==> config.mk <==
export PLATFORM = sky130hd
export DESIGN_NAME = button_event_ctrl
export DESIGN_NICKNAME = d
export VERILOG_FILES = /design/src/rtl/button_event_ctrl.sv
export SDC_FILE = /design/constraint.sdc
export NUM_CORES = 1
export LEC_CHECK = 0
export CORE_AREA = 2 2 76 78
export CTS_BUF_LIST = sky130_fd_sc_hd__clkbuf_8 sky130_fd_sc_hd__clkbuf_16
export DETAILED_ROUTE_END_ITERATION = 12
export DIE_AREA = 0 0 78 80
export MAX_ROUTING_LAYER = met4
export PLACE_DENSITY = 0.85
export SLEW_MARGIN = 15
export SYNTH_ARGS = -nofsm -noshare
export SYNTH_HDL_FRONTEND = slang
export SYNTH_SLANG_ARGS = --single-unit
==> constraint.sdc <==
create_clock -name clk -period 4.45 [get_ports clk]
set_input_delay 0.6675 -clock clk [delete_from_list [all_inputs] [get_ports clk]]
set_output_delay 0.6675 -clock clk [all_outputs]
set_load 0.1 [all_outputs]
==> src/rtl/button_event_ctrl.sv <==
// button_event_ctrl: shared-scan push-button debouncer feeding a press/release event FIFO.
// Define BTN_REPEAT_EN to compile in auto-repeat counters and repeat events.
module button_event_ctrl #(
  parameter int N_BUTTONS    = 4,
  parameter int TICK_DIV     = 50000,
  parameter int STABLE_TICKS = 8,
  parameter int REPEAT_DELAY = 500,
  parameter int REPEAT_RATE  = 100,
  parameter int FIFO_DEPTH   = 4
) (
  input  logic                         clk,
  input  logic                         rst,
  input  logic [N_BUTTONS-1:0]         btn_in,
  output logic [N_BUTTONS-1:0]         btn_level,
  output logic                         evt_valid,
  input  logic                         evt_ready,
  output logic [$clog2(N_BUTTONS)-1:0] evt_code,
  output logic [1:0]                   evt_kind,
  output logic                         overflow,
  input  logic                         clr_overflow
);

  localparam int CW = $clog2(N_BUTTONS);
  localparam int DW = (TICK_DIV > 1) ? $clog2(TICK_DIV) : 1;
  localparam int SW = $clog2(STABLE_TICKS);
  localparam int AW = (FIFO_DEPTH > 1) ? $clog2(FIFO_DEPTH) : 1;
  localparam int QW = $clog2(FIFO_DEPTH + 1);

  typedef enum logic {ST_IDLE, ST_SCAN} state_t;
  typedef enum logic [1:0] {
    KIND_PRESS   = 2'b00,
    KIND_RELEASE = 2'b01,
    KIND_REPEAT  = 2'b10
  } kind_t;

  logic [N_BUTTONS-1:0] sync1, sync2;
  logic [DW-1:0]        div;
  logic                 tick;
  state_t               state, state_nx;
  logic [CW-1:0]        idx, idx_nx;
  logic [SW-1:0]        cnt [N_BUTTONS];
  logic [SW-1:0]        cnt_nx;
  logic                 s, lvl, accept;
  logic                 push;
  kind_t                push_kind;

  always_ff @(posedge clk) begin
    if (rst) begin
      sync1 <= '0;
      sync2 <= '0;
    end else begin
      sync1 <= btn_in;
      sync2 <= sync1;
    end
  end

  assign tick = (div == DW'(TICK_DIV - 1));

  always_ff @(posedge clk) begin
    if (rst || tick) div <= '0;
    else             div <= div + DW'(1);
  end

  always_ff @(posedge clk) begin
    if (rst) begin
      state <= ST_IDLE;
      idx   <= '0;
    end else begin
      state <= state_nx;
      idx   <= idx_nx;
    end
  end

  always_comb begin
    state_nx = state;
    idx_nx   = idx;
    case (state)
      ST_IDLE: if (tick) begin
        state_nx = ST_SCAN;
        idx_nx   = '0;
      end
      ST_SCAN: begin
        if (idx == CW'(N_BUTTONS - 1)) state_nx = ST_IDLE;
        else                           idx_nx   = idx + CW'(1);
      end
      default: state_nx = ST_IDLE;
    endcase
  end

  always_comb begin
    s      = sync2[idx];
    lvl    = btn_level[idx];
    accept = 1'b0;
    cnt_nx = '0;
    if (s != lvl) begin
      if (cnt[idx] == SW'(STABLE_TICKS - 1)) accept = 1'b1;
      else                                   cnt_nx = cnt[idx] + SW'(1);
    end
  end

`ifdef BTN_REPEAT_EN
  localparam int RW = (REPEAT_DELAY > 1) ? $clog2(REPEAT_DELAY) : 1;
  logic [RW-1:0] rep [N_BUTTONS];
  logic [RW-1:0] rep_nx;
  logic          rep_fire;

  always_comb begin
    push      = (state == ST_SCAN) && accept;
    push_kind = s ? KIND_PRESS : KIND_RELEASE;
    rep_nx    = rep[idx];
    rep_fire  = 1'b0;
    // a release freezes rep; it is reloaded by the next press
    if (accept) begin
      if (s) rep_nx = '0;
    end else if (lvl) begin
      if (rep[idx] == RW'(REPEAT_DELAY - 1)) begin
        rep_fire = 1'b1;
        rep_nx   = RW'(REPEAT_DELAY - REPEAT_RATE);
      end else begin
        rep_nx = rep[idx] + RW'(1);
      end
    end
    if ((state == ST_SCAN) && rep_fire) begin
      push      = 1'b1;
      push_kind = KIND_REPEAT;
    end
  end

  always_ff @(posedge clk) begin
    if (rst) begin
      for (int unsigned i = 0; i < N_BUTTONS; i++) rep[i] <= '0;
    end else if (state == ST_SCAN) begin
      rep[idx] <= rep_nx;
    end
  end
`else
  localparam int unused_repeat_cfg = REPEAT_DELAY + REPEAT_RATE;

  always_comb begin
    push      = (state == ST_SCAN) && accept;
    push_kind = s ? KIND_PRESS : KIND_RELEASE;
  end
`endif

  always_ff @(posedge clk) begin
    if (rst) begin
      btn_level <= '0;
      for (int unsigned i = 0; i < N_BUTTONS; i++) cnt[i] <= '0;
    end else if (state == ST_SCAN) begin
      cnt[idx] <= cnt_nx;
      if (accept) btn_level[idx] <= s;
    end
  end

  logic [CW-1:0] mem_code [FIFO_DEPTH];
  logic [1:0]    mem_kind [FIFO_DEPTH];
  logic [AW-1:0] wr_ptr, rd_ptr;
  logic [QW-1:0] count;
  logic          pop, full, do_push, drop;

  function automatic logic [AW-1:0] ptr_inc(input logic [AW-1:0] p);
    return (p == AW'(FIFO_DEPTH - 1)) ? '0 : p + AW'(1);
  endfunction

  assign evt_valid = (count != '0);
  assign pop       = evt_valid && evt_ready;
  assign full      = (count == QW'(FIFO_DEPTH));
  // a pop in the same cycle frees the slot the push needs
  assign do_push   = push && (!full || pop);
  assign drop      = push && full && !pop;
  assign evt_code  = mem_code[rd_ptr];
  assign evt_kind  = mem_kind[rd_ptr];

  always_ff @(posedge clk) begin
    if (rst) begin
      wr_ptr <= '0;
      rd_ptr <= '0;
      count  <= '0;
    end else begin
      if (do_push) wr_ptr <= ptr_inc(wr_ptr);
      if (pop)     rd_ptr <= ptr_inc(rd_ptr);
      case ({do_push, pop})
        2'b10:   count <= count + QW'(1);
        2'b01:   count <= count - QW'(1);
        default: count <= count;
      endcase
    end
  end

  always_ff @(posedge clk) begin
    if (do_push) begin
      mem_code[wr_ptr] <= idx;
      mem_kind[wr_ptr] <= push_kind;
    end
  end

  always_ff @(posedge clk) begin
    if (rst)               overflow <= 1'b0;
    else if (drop)         overflow <= 1'b1;
    else if (clr_overflow) overflow <= 1'b0;
  end

endmodule

==> results of run 1 <==
## logic make-up (layout without fill, tap and decap cells)
| group | Yosys count | in the layout | share of synthesized area, % |
|---|---|---|---|
| adders and majority gates | 14 | 14 | 6.23 |
| muxes | 14 | 14 | 8.37 |
| buffers and inverters | 20 | 45 | 3.20 |
| DFF | 67 | 67 | 53.9 |
| and+or+nand+nor | 109 | 109 | 20.2 |
| other | 1 | 1 | 0.128 |
| AOI/OAI and AO/OA | 18 | 18 | 3.46 |
| xor gates and xnor gates | 14 | 14 | 4.44 |
## synth_stat cells (all sizes together) (7+ instances only)
cell / number
dfxtp: 43
nor2: 32
edfxtp: 24
nand2b: 14
ha: 13
inv: 12
nand2: 12
a21oi: 10
nand4: 10
xor2: 9
mux4: 8
nor2b: 8
or3: 7
## layout make-up
cell class,count,area (µm²)
multi-input combinational,170,1260
tap,72,90.1
clock inverter,7,53.8
clock buffer,9,124
timing repair buffer,17,168
inverter,12,45.0
sequential,67,1580
fill,420,2090
## cell usage in the layout, fill, tap and decap left out, drive strengths merged, types with 3 or more instances in the layout
| cell | synthesis | final |
|---|---|---|
| xnor2 | 5 | 5 |
| clkdlybuf4s50 | 0 | 16 |
| nand2b | 14 | 14 |
| o21ai | 4 | 4 |
| nand2 | 12 | 12 |
| clkbuf | 5 | 9 |
| nand3 | 5 | 5 |
| a21oi | 10 | 10 |
| nand4 | 10 | 10 |
| and2 | 6 | 6 |
| xor2 | 9 | 9 |
| mux4 | 8 | 8 |
| mux2i | 5 | 5 |
| and4 | 3 | 3 |
| edfxtp | 24 | 24 |
| nor2b | 8 | 8 |
| or3 | 7 | 7 |
| dfxtp | 43 | 43 |
| nor2 | 32 | 32 |
| inv | 12 | 16 |
| ha | 13 | 13 |
## layer usage
layer	up-vias	track usage, %	wire (µm)	share of wire [%]
met4	0	5.26	68	1.5
met1	844	18.7	1960	44
met3	9	6.33	186	4.1
li1	942	-	-	-
met5	-	-	0	0
met2	27	27.8	2280	51
## worst paths after layout
path	from	endpoint	slack [ps]
worst max register to register	idx[0]$_SDFFE_PP0P_	count[2]$_SDFFE_PP0P_	1290
worst max-delay path	idx[0]$_SDFFE_PP0P_	count[2]$_SDFFE_PP0P_	1290
worst min register to register	sync1[1]$_SDFF_PP0_	sync2[1]$_SDFF_PP0_	440
worst min-delay path	sync1[1]$_SDFF_PP0_	sync2[1]$_SDFF_PP0_	440
## state kept, by name, indices dropped and copies added (netlist names), 2 cells and up, named ones only
| register | flops |
|---|---|
| div | 16 |
| cnt | 12 |
| mem_code | 8 |
| btn_level | 4 |
| mem_kind | 4 |
| sync1 | 4 |
| sync2 | 4 |
| count | 3 |
| idx | 2 |
| rd_ptr | 2 |
| wr_ptr | 2 |
## metrics by stage
step	hold WS (ps)	cell area, µm²	std cells	utilization [%]
2_1_floorplan	414	2930	257	-
3_3_place_gp	417	3140	338	58.1
3_5_place_dp	424	3140	338	58.1
4_1_cts	438	3320	354	61.4
5_1_grt	460	3320	354	61.4
6_report	435	3320	354	61.4
## report_power, final
group | switching, mW | internal, mW
Clock | 0.204 | 0.248
Sequential | 0.00391 | 0.641
Combinational | 0.0193 | 0.0154
==> reports/qor.txt, run 1 <==
Post-synth EDFFs = 24
Synth unique cells = 38
Setup crit end kind = register
Max Freq = 316 MHz
Final Critical Period = 3160 ps
Post-route setup slack = 1290 ps
Maxcap violations = 0
Synth Flop Type = dfxtp_1
Setup Fix Bufs, Post-CTS = 0
Max rail drop VDD = 0.261 mV
Area of the die = 6240 µm²
Via count = 1822
CTS clk-pin slew, worst paths = 70 ps
Slew Limit Headroom = 35.4%
Core area = 5410 µm²
Post-synth top area share = 29.4%
Critical-path cell list = mux4_2 > xor2_2 > and4b_1 > inv_1 > ha_1 > inv_1 > fa_1 > xor2_1 > or3_1 > a21oi_1
Pwr/cell area = 341 nW/µm²
Fin. max-slew vios = 0
Crit path buffers/inverters = 2
RD Place Congestion = 0.863
Die W = 78 µm
Worst path depth = 10
Pin slew with the least headroom to its limit = 966 ps
GRT Resource Usage Total = 16.7%
Synthesized netlist net count = 279
I/O pins = 18
Warnings from Yosys = 0
Row count = 27
CP most frequent cell = inv_1
Data arrival, critical path = 3430 ps
Buffers added on ports = 16
Final Total Pwr = 1.13 mW
Synth async-reset ratio = 0%
Crit-path max FO = 13
Hold buffers post-CTS = 0
Initial DRC Count = 175
Family with the most delay on the worst path = simple AND/OR/NAND/NOR gates
Routed vias/inst = 5.15
Synthesized instance count = 257
Hold path cells = 1
Initial DRT Pass Iterations = 4
PostCTS Resize Cnt = 0
Top post-synthesis cells by area = dfxtp_1 (29%), edfxtp_1 (25%), mux4_2 (6.1%), ha_1 (5.5%), nor2_1 (4.1%)
LEAKAGE = 1.20 nW
Outcome = finished, final reports clean
Fin nets = 299
Num CTS Buffers = 9
Synth Area per Inst = 11.4 µm²
Layout cells sized above 1 = 9.57%
Final Cycle Share = 71.0%
Sequential area share after synthesis = 53.9%
Residual DRC = 0
RSZ-0062 raised after global routing = false
Chip Height = 80 µm
Htree depth = 3
DR WL/cell = 12.7 µm
Routed Antenna Nets = 0
Largest net degree at the start of global routing = 34
Grt ovf = 0
Synth Register Bits = 67
Mapped cell area = 2930 µm²
Critical path class = reg2reg
Req. time, crit path = 4720 ps
CTS Buffer Depth = 2
FF-to-FF path depth = 10
CP startpoint kind = register
Initial antenna violation count = 0
Vias in the first global route = 1804
Clk_lat worst skew = 330 ps
CTS tree = built
Final hold vios = 0
Cell taking the most area after synthesis = dfxtp_1
CP peak stage delay = 620 ps
Routed WL = 4.49 mm
Number of diodes = 0
Final setup viols = 0
Area Overhead vs Synth = 13.2%
Clock Skews = 5.61 ps
Pre-CTS setup slack = 1220 ps
Setup TNS = 0 ps
Clock root buffer = clkbuf_8
Initial Utilization = 54.2%
Worst hold-check path type = reg2reg
Slowest CP cell = mux4_2
First-pass GRT wire length = 7.81 mm
# clock sinks = 67
Post-DP HPWL = 3.21 mm
(Power assumes the default switching activity.)
==> run 2, diff against run 1 <==
--- a/config.mk
+++ b/config.mk
@@ -5,12 +5,12 @@
 export SDC_FILE = /design/constraint.sdc
 export NUM_CORES = 1
 export LEC_CHECK = 0
-export CORE_AREA = 2 2 76 78
+export CORE_AREA = 2 2 78 80
 export CTS_BUF_LIST = sky130_fd_sc_hd__clkbuf_8 sky130_fd_sc_hd__clkbuf_16
 export DETAILED_ROUTE_END_ITERATION = 12
-export DIE_AREA = 0 0 78 80
+export DIE_AREA = 0 0 80 82
 export MAX_ROUTING_LAYER = met4
-export PLACE_DENSITY = 0.85
+export PLACE_DENSITY = 0.84
 export SLEW_MARGIN = 15
 export SYNTH_ARGS = -nofsm -noshare
 export SYNTH_HDL_FRONTEND = slang
==> constraint.sdc (replaced) <==
create_clock -name clk -period 2.7 [get_ports clk]
set_input_delay 0.405 -clock clk [delete_from_list [all_inputs] [get_ports clk]]
set_output_delay 0.405 -clock clk [all_outputs]
set_load 0.1 [all_outputs]
==> run 2 against run 1 <==
Net effect:
- largest power group unchanged
- sequential share of layout area decreased by 1.2 points
- sequential power increased by 64%
- largest cell class unchanged
- critical endpoint unchanged
- count of clock-buffer cells in the layout increased by 1
- non-clock buffer count increased by 10
- critical path type unchanged
- clock skew increased by 1.8 ps
- sequential cell count unchanged
- first-iteration DRC count decreased by 58%
==> reports/qor.txt, run 2 (same netlist as run 1, synthesis figures left out) <==
Outcome = finished, final reports clean
Max rail drop VDD = 0.454 mV
Routed WL = 5.05 mm
Setup crit end kind = register
Crit-path max FO = 3
Core area = 5750 µm²
FF-to-FF path depth = 11
Register-to-register setup slack = 40 ps
Flop pwr share = 54.2%
Commonest cells after routing, fill and taps aside = dfxtp_1 (37), nor2_1 (32), edfxtp_1 (24)
Register area = 1600 µm²
Area occupied by multi-input gates = 1290 µm²
Final setup viols = 0
Final Cycle Share = 98.6%
Initial DRT Pass Iterations = 4
RD Place Congestion = 0.817
Final Critical Period = 2660 ps
# clock sinks = 67
Row count = 28
Pre-CTS setup slack = -25.9 ps
Pin slew with the least headroom to its limit = 554 ps
First-pass GRT wire length = 8.45 mm
Htree depth = 3
CP startpoint kind = register
GRT Resource Usage Total = 18.1%
Max FFs per register = 16
Number of diodes = 0
Slew Limit Headroom = 63.1%
DR WL/cell = 13.8 µm
Switching Power = 0.419 mW
Area Overhead vs Synth = 17.8%
Via count = 1868
Final hold vios = 0
Most common cell after layout, fill and taps aside = dfxtp_1
I/O pins = 18
Gate power share = 3.2%
Num CTS Buffers = 9
Layout cells sized above 1 = 21.2%
Die W = 80 µm
Initial antenna violation count = 0
Clock power frac = 42.6%
Clock Skews = 7.42 ps
Fin. max-slew vios = 0
Largest Register = div
Data arrival, critical path = 2930 ps
Biggest regs = div: 16 flops, cnt: 12 flops, mem_code: 8 flops
Clock root buffer = clkbuf_8
Fill cells = 481
Setup TNS = 0 ps
Req. time, crit path = 2970 ps
Initial Utilization = 51.0%
Switching Share = 21.5%
Critical path class = reg2reg
CTS Buffer Depth = 2
Routed Antenna Nets = 0
Maxcap violations = 0
Initial DRC Count = 73
CTS tree = built
Fin nets = 309
CTS clk-pin slew, worst paths = 70 ps
Worst r2r dst = count[2]$_SDFFE_PP0P_
Largest net degree at the start of global routing = 33
Max Freq = 376 MHz
Internal power = 1.53 mW
Residual DRC = 0
Buffers added on ports = 16
Endpoint, Worst Hold = sync2[2]$_SDFF_PP0_
Hold path cells = 1
Post-route setup slack = 38.4 ps
Pwr/cell area = 564 nW/µm²
LEAKAGE = 1.27 nW
Cell Area, Placed = 3220 µm²
Final Total Pwr = 1.95 mW
Post-DP HPWL = 3.64 mm
Clk_lat worst skew = 340 ps
Grt ovf = 0
Area of the die = 6560 µm²
Worst hold margin = 439 ps
Post-route cell area = 3450 µm²
Vias in the first global route = 1879
RSZ-0062 raised after global routing = true
Worst hold-check path type = reg2reg
Hold Startpoint = sync1[2]$_SDFF_PP0_
Chip Height = 82 µm
Routed vias/inst = 5.09
==> run 2: worst max-delay path by stage <==
stage	cells after the start	to	startpoint
3_3_place_gp	10	count[2]$_SDFFE_PP0P_	evt_ready
2_1_floorplan	12	count[2]$_SDFFE_PP0P_	idx[0]$_SDFFE_PP0P_
5_1_grt	11	count[2]$_SDFFE_PP0P_	register
3_5_place_dp	10	count[2]$_SDFFE_PP0P_	evt_ready
6_report	11	count[2]$_SDFFE_PP0P_	register
4_1_cts	11	count[2]$_SDFFE_PP0P_	register
==> run 2: what timing repair did <==
action,in CTS,in global routing
buffers inserted,1,2
resized for setup,1,2
setup endpoints to repair,1,1
pin swaps,1,2
hold buffers,0,0
==> run 2: cell type report <==
class,count,area share (%)
clock buffers,10,3.99
clock inverters,6,1.88
inverters,12,1.30
multi-input cells,170,37.3
flip-flops and latches,67,46.4
well taps,75,2.72
repair buffers,27,6.38
==> run 2: critical path, stage by stage, from the launching register on <==
cell,delay [ps]
dfxtp_4,370
mux4_2,500
ha_2,210
ha_4,150
and4b_1,180
inv_1,60
ha_2,180
inv_2,40
fa_2,330
xor2_1,150
or3_1,300
a21oi_1,120
==> run 2: metrics by stage <==
stage	std cells	utilization [%]
6_report	367	60.1
5_1_grt	367	60.1
4_1_cts	365	59.7
3_5_place_dp	348	56.0
3_3_place_gp	348	56.0
2_1_floorplan	257	-
==> run 2: per-layer routing <==
layer	share of wire (%)	routed length, µm	global-route usage, %
met1	42	2100	17.5
met2	54	2720	33.0
met3	3.6	183	7.25
met4	0.87	44	5.59
met5	0	0	-
==> run 2: power by group through the flow <==
stage / Clock, mW / Combinational (mW) / Sequential (mW)
floorplan: 0 / 0.0414 / 1.08
global placement: 0 / 0.0600 / 1.08
detailed placement: 0 / 0.0613 / 1.08
CTS: 0.851 / 0.0615 / 1.06
global route: 0.900 / 0.0682 / 1.06
finish: 0.830 / 0.0615 / 1.06
==> run 3, diff against run 2 <==
--- a/config.mk
+++ b/config.mk
@@ -5,6 +5,7 @@
 export SDC_FILE = /design/constraint.sdc
 export NUM_CORES = 1
 export LEC_CHECK = 0
+export CAP_MARGIN = 10
 export CORE_AREA = 2 2 78 80
 export CTS_BUF_LIST = sky130_fd_sc_hd__clkbuf_8 sky130_fd_sc_hd__clkbuf_16
 export DETAILED_ROUTE_END_ITERATION = 12
==> results of run 3 <==
Final layout, timing and power as in run 2 (identical DEF).
